<file path="src/rtl/ni_vc_packet_lock_ctrl.sv">
// ni_vc_packet_lock_ctrl: builds VN x VC arbiter requests, locks the granted VC until its tail flit is sent.
// Optional sticky credit-overflow detection under NI_CREDIT_OVERFLOW_CHECK_EN.
module ni_vc_packet_lock_ctrl #(
  parameter int NUM_VC      = 1,
  parameter int NUM_VN      = 3,
  parameter int FLIT_SIZE   = 64,
  parameter int MAX_CREDITS = 4,
  localparam int N  = NUM_VC * NUM_VN,
  localparam int IW = (N > 1) ? $clog2(N) : 1,
  localparam int CW = $clog2(MAX_CREDITS + 1)
) (
  input  logic                   clk,
  input  logic                   rst_p,
  input  logic [N-1:0]           req_in,
  input  logic [N-1:0]           tail_in,
  input  logic [N*FLIT_SIZE-1:0] flits_in,
  input  logic [N-1:0]           credit_in,
  output logic [N-1:0]           arb_req_out,
  input  logic [N-1:0]           arb_grant_vec,
  input  logic [IW-1:0]          arb_grant_id,
  output logic [N-1:0]           pop_out,
  output logic [N-1:0]           grants_out,
  output logic [FLIT_SIZE-1:0]   flit_out,
  output logic                   flit_valid_out,
  output logic [IW-1:0]          flit_vc_out,
  output logic                   err_credit_ovf
);
  typedef enum logic {IDLE, LOCKED} state_t;
  state_t state, state_nx;
  logic [IW-1:0] locked_id, sel;
  logic [N-1:0] avail, onehot;
  logic fire;
  logic [CW-1:0] credit_cnt [N];
  always_comb begin
    avail = '0;
    for (int i = 0; i < N; i++) avail[i] = req_in[i] && credit_cnt[i] != '0;
    sel = (state == IDLE) ? arb_grant_id : locked_id;
    fire = !rst_p && avail[sel] && (state == LOCKED || |arb_grant_vec);
    onehot = N'(1) << sel;
    arb_req_out = (rst_p || state == LOCKED) ? '0 : avail;
    pop_out = fire ? onehot : '0;
    state_nx = fire ? (tail_in[sel] ? IDLE : LOCKED) : state;
  end
  always_ff @(posedge clk) begin
    if (rst_p) begin
      state <= IDLE;
      locked_id <= '0;
      flit_out <= '0;
      flit_valid_out <= 1'b0;
      flit_vc_out <= '0;
      grants_out <= '0;
    end else begin
      state <= state_nx;
      flit_valid_out <= fire;
      grants_out <= (fire && tail_in[sel]) ? onehot : '0;
      if (fire) begin
        locked_id <= sel;
        flit_out <= flits_in[int'(sel)*FLIT_SIZE +: FLIT_SIZE];
        flit_vc_out <= sel;
      end
    end
  end
  // simultaneous pop and return cancel; returns saturate at MAX_CREDITS
  always_ff @(posedge clk) begin
    for (int i = 0; i < N; i++) begin
      if (rst_p) credit_cnt[i] <= CW'(MAX_CREDITS);
      else if (pop_out[i] && !credit_in[i]) credit_cnt[i] <= credit_cnt[i] - CW'(1);
      else if (!pop_out[i] && credit_in[i] && credit_cnt[i] != CW'(MAX_CREDITS)) credit_cnt[i] <= credit_cnt[i] + CW'(1);
    end
  end
`ifdef NI_CREDIT_OVERFLOW_CHECK_EN
  always_ff @(posedge clk) begin
    if (rst_p) err_credit_ovf <= 1'b0;
    else for (int i = 0; i < N; i++)
      if (credit_in[i] && !pop_out[i] && credit_cnt[i] == CW'(MAX_CREDITS)) err_credit_ovf <= 1'b1;
  end
`else
  assign err_credit_ovf = 1'b0;
`endif
endmodule

</file>
<file path="config.mk">
export PLATFORM = sky130hd
export DESIGN_NAME = ni_vc_packet_lock_ctrl
export DESIGN_NICKNAME = d
export VERILOG_FILES = /design/src/rtl/ni_vc_packet_lock_ctrl.sv
export SDC_FILE = /design/constraint.sdc
export NUM_CORES = 1
export LEC_CHECK = 0
export CAP_MARGIN = 10
export CORE_AREA = 2 2 112 114
export DETAILED_ROUTE_END_ITERATION = 6
export DIE_AREA = 0 0 114 116
export PLACE_DENSITY = 0.81
export SKIP_LAST_GASP = 1
export SLEW_MARGIN = 15
export SYNTH_ARGS = -nofsm -noshare
export SYNTH_HDL_FRONTEND = slang
export SYNTH_SLANG_ARGS = --single-unit
</file>
<file path="constraint.sdc">
create_clock -name clk -period 5.5 [get_ports clk]
set_input_delay 1.375 -clock clk [delete_from_list [all_inputs] [get_ports clk]]
set_output_delay 1.375 -clock clk [all_outputs]
set_load 0.05 [all_outputs]
</file>
Word level (Yosys, flattened, before mapping)
Memory sizes are Yosys's and may differ from the RTL's. Cells that the tools add are included.

Flip-flop bits (word level): 71. Bits in writable memories: 9. Input bits: 208. Output and inout port bits: 77. Logic and storage cells: 91. Memories kept: 1.

Add/sub/neg operators: 6. Magnitude comparators: 1. Equality and inequality tests: 3. Shift operators: 2. Multiplexer cells: 37. Bitwise gates (word level): 7. Reductions and logical operators: 29.

Memories: credit_cnt (words 3, width 3, rd ports 3, clocked after Yosys merged registers in 0, write ports 3, RTL line 33) `logic [CW-1:0] credit_cnt [N];`.

Operator list (count): $shiftx 192x9->64 (1); $mux 1 (26); $mux 3 (8); $logic_and 1x1->1 (15); $add 3x1->3 const B (3); $ne 3x3->1 const B (3); $reduce_bool 3->1 (3); $sub 3x1->3 const B (3); $logic_not 1->1 (7); $or 1x1->1 (6); $bmux 1 s2 (2); $lt 2x3->1 const B (1); $reduce_or 3->1 (1); $shl 1x2->3 const A (1); $logic_or 1x1->1 (2); $mux 2 (1); $reduce_or 2->1 (1); $not 1->1 (1).

Longest topological paths before layout
Gate-level depths: netlist of run 1. An unclocked memory read counts as a cell.

Depth after elaboration: 16. Gate-level depth with buffers: 10. Depth with buffers taken out: 8.

Worst setup path before layout of run 1
No wires, ideal clock.

Path kind: in2out. Start: input port rst_p. End: output port arb_req_out[0]. Arrival time: 2857 ps. Required time: 4125 ps. Path slack: 1268 ps. Cell stages on the path: 3. Buffers on the path: 2. Cell sequence: clkbuf_1 -> clkbuf_1 -> nor3_1.

Cells in the longest elaborated chain, start to end: 2.

Ends and longest elaborated chain: start, declared (RTL line 13) `input logic rst_p,`; $logic_or 1x1->1 (RTL line 40) `arb_req_out = (rst_p || state == LOCKED) ? '0 : avail;`; $mux 3 (RTL line 40); end, declared (RTL line 18) `output logic [N-1:0] arb_req_out,`.

No other way between the ends.

Worst setup path after layout of run 1
Start: input port arb_grant_id[1]. End: output port pop_out[2].

Cells in the longest elaborated chain, start to end: 6. Elaborated cells on any way between the ends: 7. Those cells by class: shift (1); mux (4); reduce/logical (2).

Ends and longest elaborated chain: start, declared (RTL line 20) `input logic [IW-1:0] arb_grant_id,`; $mux 2 (*) (RTL line 37) `sel = (state == IDLE) ? arb_grant_id : locked_id;`; $bmux 1 s2 (RTL line 38) `fire = !rst_p && avail[sel] && (state == LOCKED || |arb_grant_vec);`; $mux 1 (implied by the code) (RTL line 38); $logic_and 1x1->1 (2 in series) (RTL line 38); $mux 3 (*) (RTL line 41) `pop_out = fire ? onehot : '0;`; end, declared (RTL line 21) `output logic [N-1:0] pop_out,`.

Mark *: on every way between the ends. The rest lies on a longest branch, timed or not. The select of a mux whose other input is x is not followed.

==> reports/results.ini, run 1 <==
[floorplanning]
row_count = 40
initial_core_util_pct = 36.9
pin_count = 285
dieArea_sq_mm = 0.0132
coreArea_sq_mm = 0.0119
fp.dieW_um = 114
die_h_um = 116

[global_route]
grt_pass1_vias = 5140
grt_pass1_wl_um = 25800
antenna_found_initial = 0
grt_overflow = 0
grt_usage_pct = 24.9
grt_max_degree = 68

[synth]
ys_warn_count = 0
synthCells = 555
synth_seq_area_share_pct = 38.4
syn_nets = 770
synth_ff_type = dfxtp_1
synth_seq_cells = 80
synth_async_sr_flop_share_pct = 0
synth_area_sq_mm = 0.00440
avgSynthCellArea_sq_um = 7.93
yosys.cell_types.count = 54
synth_enable_flop_cells = 9

[timing]
fin_setup_tns_ns = 0
clock_skew_ns = 0.00555
rsz0062_at_grt = no
finalSetupViolCount = 0
hold_viol_final = 0
slew_headroom_pct = 38.8
max_freq_mhz = 226
maxSlewViolCount = 0
hold_ws_ns = 0.468
worst_pin_slew_ns = 0.919
fin_crit_sh_pct = 80.5
post-route-min-period_ns = 4.43
setup_ws_ns = 1.07

[routing]
wl_per_cell_um = 17.9
drt_iter0_markers = 335
drtAntennaViolNets = 0
drc = 0
via_count = 5235
wl_um = 17200
via_per_inst = 5.45
drt-pass1-iter-count = 5

[clocking]
cts.sinks = 80
clock_path_buffers = 2
h-tree-depth = 3
clock_tree.root_cell = clkbuf_16
cts_resized = 0
clock_latency_ns = 0.33
postCtsSetupBuffers = 0
path_clk_slew_ns = 0.06
cts_made_buffers = 9
cts_tree = built
cts_hold_buf = 0

[layout]
final_nets = 1023
multi_input_area_sq_mm = 0.00242
area_growth_pct = 71.3
n_antenna_cell = 0
seq_area_sq_mm = 0.00169
nFillCells = 1015
drive_gt1_share_pct = 7.38
fin_area_sq_mm = 0.00754

[worst_hold_path]
hold_class = flip-flop to flip-flop

[placement]
hpwl_um = 12700
dpl-instance-area_sq_mm = 0.00726
gp_congestion = 0.854
pre_cts_ws_ns = 1.06
portBuffers = 283

[setup_path]
max_stage_delay_ns = 0.58
cp.required_ns = 4.12
cp.buffers_inverters = 3
arrival_ns = 3.05
end_kind = output pin
worstSetupPathType = input port to output pin
critPathSlowestCell = clkdlybuf4s50_1
critPathTopFamily = buffers and inverters
crit_fanout = 4
start_kind = input port
crit_chain = clkdlybuf4s50_1 > or3b_2 > a21oi_2 > nand2_1 > inv_1 > buf_12

[job]
drv_cap = 0

[power]
p_leak_nw = 2.66
p_per_area_mw_per_mm2 = 261
ir_drop_mv = 0.177

[run_status]
status = finished, final reports clean

==> path summary, 6_finish.rpt <==
check | start | end | slack (ns) | cells after the start
hold reg to reg | flit_out[4] | flit_out[4] | 0.47 | 2
setup reg to reg | state | flit_out[52] | 2.45 | 6
setup / recovery | arb_grant_id[1] | pop_out[2] | 1.07 | 6
hold / removal | flit_out[4] | flit_out[4] | 0.47 | 2
==> tightest hold or removal path, cell delays in order (launching register included) <==
cell     delay [ns]
dfxtp_1        0.31
nand2_1        0.05
a31oi_1        0.06
==> report_power, final <==
| part | total [W] | switching [W] | internal [W] |
|---|---|---|---|
| Combinational | 0.000731 | 0.000421 | 0.000310 |
| Sequential | 0.000683 | 0.0000369 | 0.000646 |
| Clock | 0.000556 | 0.000239 | 0.000317 |
| Total | 0.00197 | 0.000697 | 0.00127 |
==> registers in the layout, indices dropped and copies added (netlist names) <==
name,flops
state,1
locked_id,2
grants_out,3
credit_cnt,9
flit_out,64
flit_valid_out,1
==> cells in the mapped netlist, types with 2 or more instances <==
cell      number  area [sq um]
nand2_1      110           413
dfxtp_1       71          1420
a21oi_1       40           200
nor2_1        40           150
a211oi_1      39           293
nand3_1       31           155
a22oi_1       28           210
a31oi_1       27           169
clkbuf_1      23          86.3
nor3_1        21           105
nor3_2        21           210
inv_1         14          52.6
buf_2         11          55.1
edfxtp_1       9           270
buf_4          7          52.6
ha_1           6          75.1
buf_1          5          18.8
mux2i_1        5          50.1
o21ai_0        4          20.0
buf_6          3          33.8
nand2b_1       3          18.8
and2_1         2          12.5
nand3b_1       2          15.0
o31ai_1        2          15.0
o32ai_1        2          17.5
==> per-stage QoR <==
stage	power [W]	std cells	utilization, %
2_1_floorplan	0.00111	555	-
3_3_place_gp	0.00141	944	61.0
3_5_place_dp	0.00142	944	61.0
4_1_cts	0.00198	960	63.3
5_1_grt	0.00206	960	63.3
6_report	0.00197	960	63.3
==> cell usage in the layout, fill, tap and decap left out, types with 21 or more instances in the layout <==
master           instances
a211oi_1                39
a21oi_1                 40
a22oi_1                 28
a31oi_1                 27
clkdlybuf4s50_1        279
dfxtp_1                 71
nand2_1                110
nand3_1                 31
nor2_1                  40
nor3_1                  21
==> routing by layer <==
| layer | track usage [%] | part of all wire, % | vias to the layer above |
|---|---|---|---|
| li1 | - | - | 2503 |
| met1 | 26.5 | 38 | 2445 |
| met2 | 46.5 | 50 | 257 |
| met3 | 7.58 | 9.3 | 30 |
| met4 | 9.02 | 2.3 | 0 |
| met5 | 0 | 0 | - |
==> layout make-up <==
class | instances | share of cell area (%)
clock inverters | 5 | 0.415
flip-flops and latches | 80 | 22.4
multi-input cells | 411 | 32.2
repair buffers | 291 | 38.6
clock buffers | 11 | 3.22
well taps | 147 | 2.44
inverters | 15 | 0.747
==> cell families after synthesis <==
family | count (synthesis) | share of synthesized area (%)
simple gates | 239 | 26.5
compound gates | 156 | 24.0
flops | 80 | 38.4
buf+inv | 64 | 6.88
fa+ha+maj | 7 | 2.16
mux | 7 | 1.73
other cells | 1 | 0.0852
xor+xnor | 1 | 0.199
No activity file was read; power rests on OpenSTA's default activity.
==> run 2, diff against run 1 <==
Settings changed: CORE_AREA 2 2 112 114 to not set, CORE_MARGIN set to 2, CORE_UTILIZATION set to 37, DIE_AREA 0 0 114 116 to not set, PLACE_DENSITY 0.81 to 0.82.
Clock period 5.5 ns to 4.5 ns, I/O delays scaled along.
==> run 2 against run 1 <==
Net effect:
- the run now ends with design-rule violations left
- register-to-register slack got worse by 0.69 ns
- largest power group unchanged
- sequential cell count unchanged
- count of clock-buffer cells in the layout unchanged
- cell area increased by 0.98%
- global-route usage increased by 1.7 points
- die area decreased by 3.3%
- clock skew increased by 0.0044 ns
==> reports/results.ini, run 2 (synthesis results as in run 1) <==
[run_status]
status = finished, violations left
violations = design-rule violations

[routing]
highest_layer = met4
via_count = 5243  ; +0.15%
drtAntennaViolNets = 0  ; unchanged
wl_met1_um = 6430  ; -2.2%
drc = 20  ; +20
dr_wl_met2_um = 9230  ; +6.8%
wl_met3_um = 1710  ; +7.1%
drt_iter0_markers = 369  ; +10%
via_per_inst = 5.47  ; +0.36%
wl_per_cell_um = 18.5  ; +3.4%
drt-pass1-iter-count = 7  ; +2
wl_um = 17800  ; +3.2%

[floorplanning]
row_count = 39  ; -2.5%
dieArea_sq_mm = 0.0128  ; -3.3%
coreArea_sq_mm = 0.0115  ; -3.3%
pin_count = 285  ; unchanged
die_h_um = 113  ; -2.5%
initial_core_util_pct = 38.2  ; +1.3 points
fp.dieW_um = 113  ; -0.83%

[layout]
reg_top3 = flit_out (64), credit_cnt (9), grants_out (3)
final_common_cell = clkdlybuf4s50_1
n_antenna_cell = 0  ; unchanged
area_growth_pct = 72.9
largest_register_ffs = 64  ; unchanged
nFillCells = 954  ; -6.0%
drive_gt1_share_pct = 7.73  ; +0.35 points
top_register = flit_out
final_nets = 1025  ; +0.20%
layout_common_cells = clkdlybuf4s50_1, nand2_1, dfxtp_1
fin_area_sq_mm = 0.00761  ; +0.98%

[clocking]
cts_made_buffers = 9  ; unchanged
cts.sinks = 80  ; unchanged
h-tree-depth = 3  ; unchanged
cts_resized = 0  ; unchanged
clock_path_buffers = 2  ; unchanged
clock_tree.root_cell = clkbuf_16
cts_tree = built
postCtsSetupBuffers = 0  ; unchanged
path_clk_slew_ns = 0.06  ; about the same
cts_hold_buf = 0  ; unchanged
clock_latency_ns = 0.32  ; about the same

[setup_path]
r2r-end = flit_out[58]
r2r-start = state
cp.required_ns = 3.38  ; -0.74 ns
max_stage_delay_ns = 0.57  ; about the same
arrival_ns = 2.76  ; -0.29 ns
end_kind = output pin
crit_chain = clkdlybuf4s50_1 > or3b_2 > a21oi_2 > nand2_1 > inv_1 > buf_12
crit_fanout = 4  ; unchanged
r2r_slack_ns = 1.76  ; -0.69 ns
worst-r2r-cell-count = 7  ; +1
start_kind = input port
critPathSlowestCell = clkdlybuf4s50_1
worstSetupPathType = input port to output pin

[global_route]
grt_pass1_vias = 5404  ; +5.1%
antenna_found_initial = 0  ; unchanged
grt_pass1_wl_um = 27100  ; +5.1%
grt_overflow = 0  ; unchanged
grt_usage_pct = 26.5  ; +1.7 points
grt_max_degree = 43  ; -37%

[timing]
maxSlewViolCount = 0  ; unchanged
fin_crit_sh_pct = 86.4
max_freq_mhz = 257
finalSetupViolCount = 0  ; unchanged
hold_ws_ns = 0.470  ; +0.00241 ns
post-route-min-period_ns = 3.89
hold_viol_final = 0  ; unchanged
rsz0062_at_grt = no
worst_pin_slew_ns = 0.679  ; -0.240 ns
clock_skew_ns = 0.00991  ; +0.00435 ns
fin_setup_tns_ns = 0  ; unchanged
slew_headroom_pct = 54.4  ; +16 points

[worst_hold_path]
whs_path_depth = 2  ; unchanged
hp-start = flit_out[43]
hold_class = flip-flop to flip-flop
holdPathEnd = flit_out[43]

[placement]
dpl-instance-area_sq_mm = 0.00728  ; +0.31%
hpwl_um = 13200  ; +3.6%
gp_congestion = 0.914  ; +7.1%
portBuffers = 283  ; unchanged

[power]
ir_drop_mv = 0.229  ; +29%
p_per_area_mw_per_mm2 = 331  ; +27%
p_leak_nw = 2.70  ; +1.6%

[job]
drv_cap = 0  ; unchanged

==> run 2: cell count changes in the layout (fill, tap and decap cells not counted) <==
| cell | delta |
|---|---|
| buf_12 | +1 |
| inv_6 | +1 |
| inv_4 | -1 |
| clkbuf_1 | -1 |
| clkinv_2 | -1 |
| buf_4 | +1 |
| clkinv_4 | +2 |
| clkbuf_16 | +1 |
| bufinv_16 | +1 |
| clkinvlp_4 | -2 |
==> run 2: how the worst max path moves through the flow <==
stage               startpoint             end  cells past startpoint
3_5_place_dp   arb_grant_id[1]      pop_out[2]                      6
3_3_place_gp   arb_grant_id[1]      pop_out[2]                      6
4_1_cts        arb_grant_id[1]      pop_out[2]                      6
6_report       arb_grant_id[1]      pop_out[2]                      6
2_1_floorplan            rst_p  arb_req_out[0]                      3
5_1_grt        arb_grant_id[1]      pop_out[2]                      6
==> run 2: layout make-up <==
cell class,instances,area (sq um),area share (%)
Clock buffer,11,264,3.47
Clock inverter,5,61.3,0.806
Multi-Input combinational cell,411,2420,31.9
Sequential cell,80,1690,22.2
Inverter,15,56.3,0.740
Tap cell,143,179,2.35
Timing Repair Buffer,293,2930,38.5
==> run 2: power breakdown <==
part           internal [W]  total (W)  leakage [nW]  switching, W
registers          0.000790   0.000836         0.668     0.0000462
logic              0.000382   0.000901          1.87      0.000519
clock network      0.000482   0.000785         0.161      0.000303
==> run 2: per-stage QoR <==
step	util [%]	std cells	total power (W)	setup WS (ns)
after floorplan	-	555	0.00136	0.768
final	66.1	958	0.00252	0.613
after detailed placement	63.3	942	0.00175	0.613
after CTS	66.1	958	0.00253	0.609
after global placement	63.3	942	0.00173	0.646
after global routing	66.1	958	0.00263	0.536
==> run 2: layer usage <==
metal,GRT usage (%),up-vias
li1,-,2500
met1,28.3,2472
met2,49.9,243
met3,7.50,28
met4,9.02,0
met5,0,-
==> run 2: critical path, delay by kind of cell <==
family	cells	cell delay (ns)
buf+inv	3	0.83
simple gates	2	0.63
compound gates	1	0.17
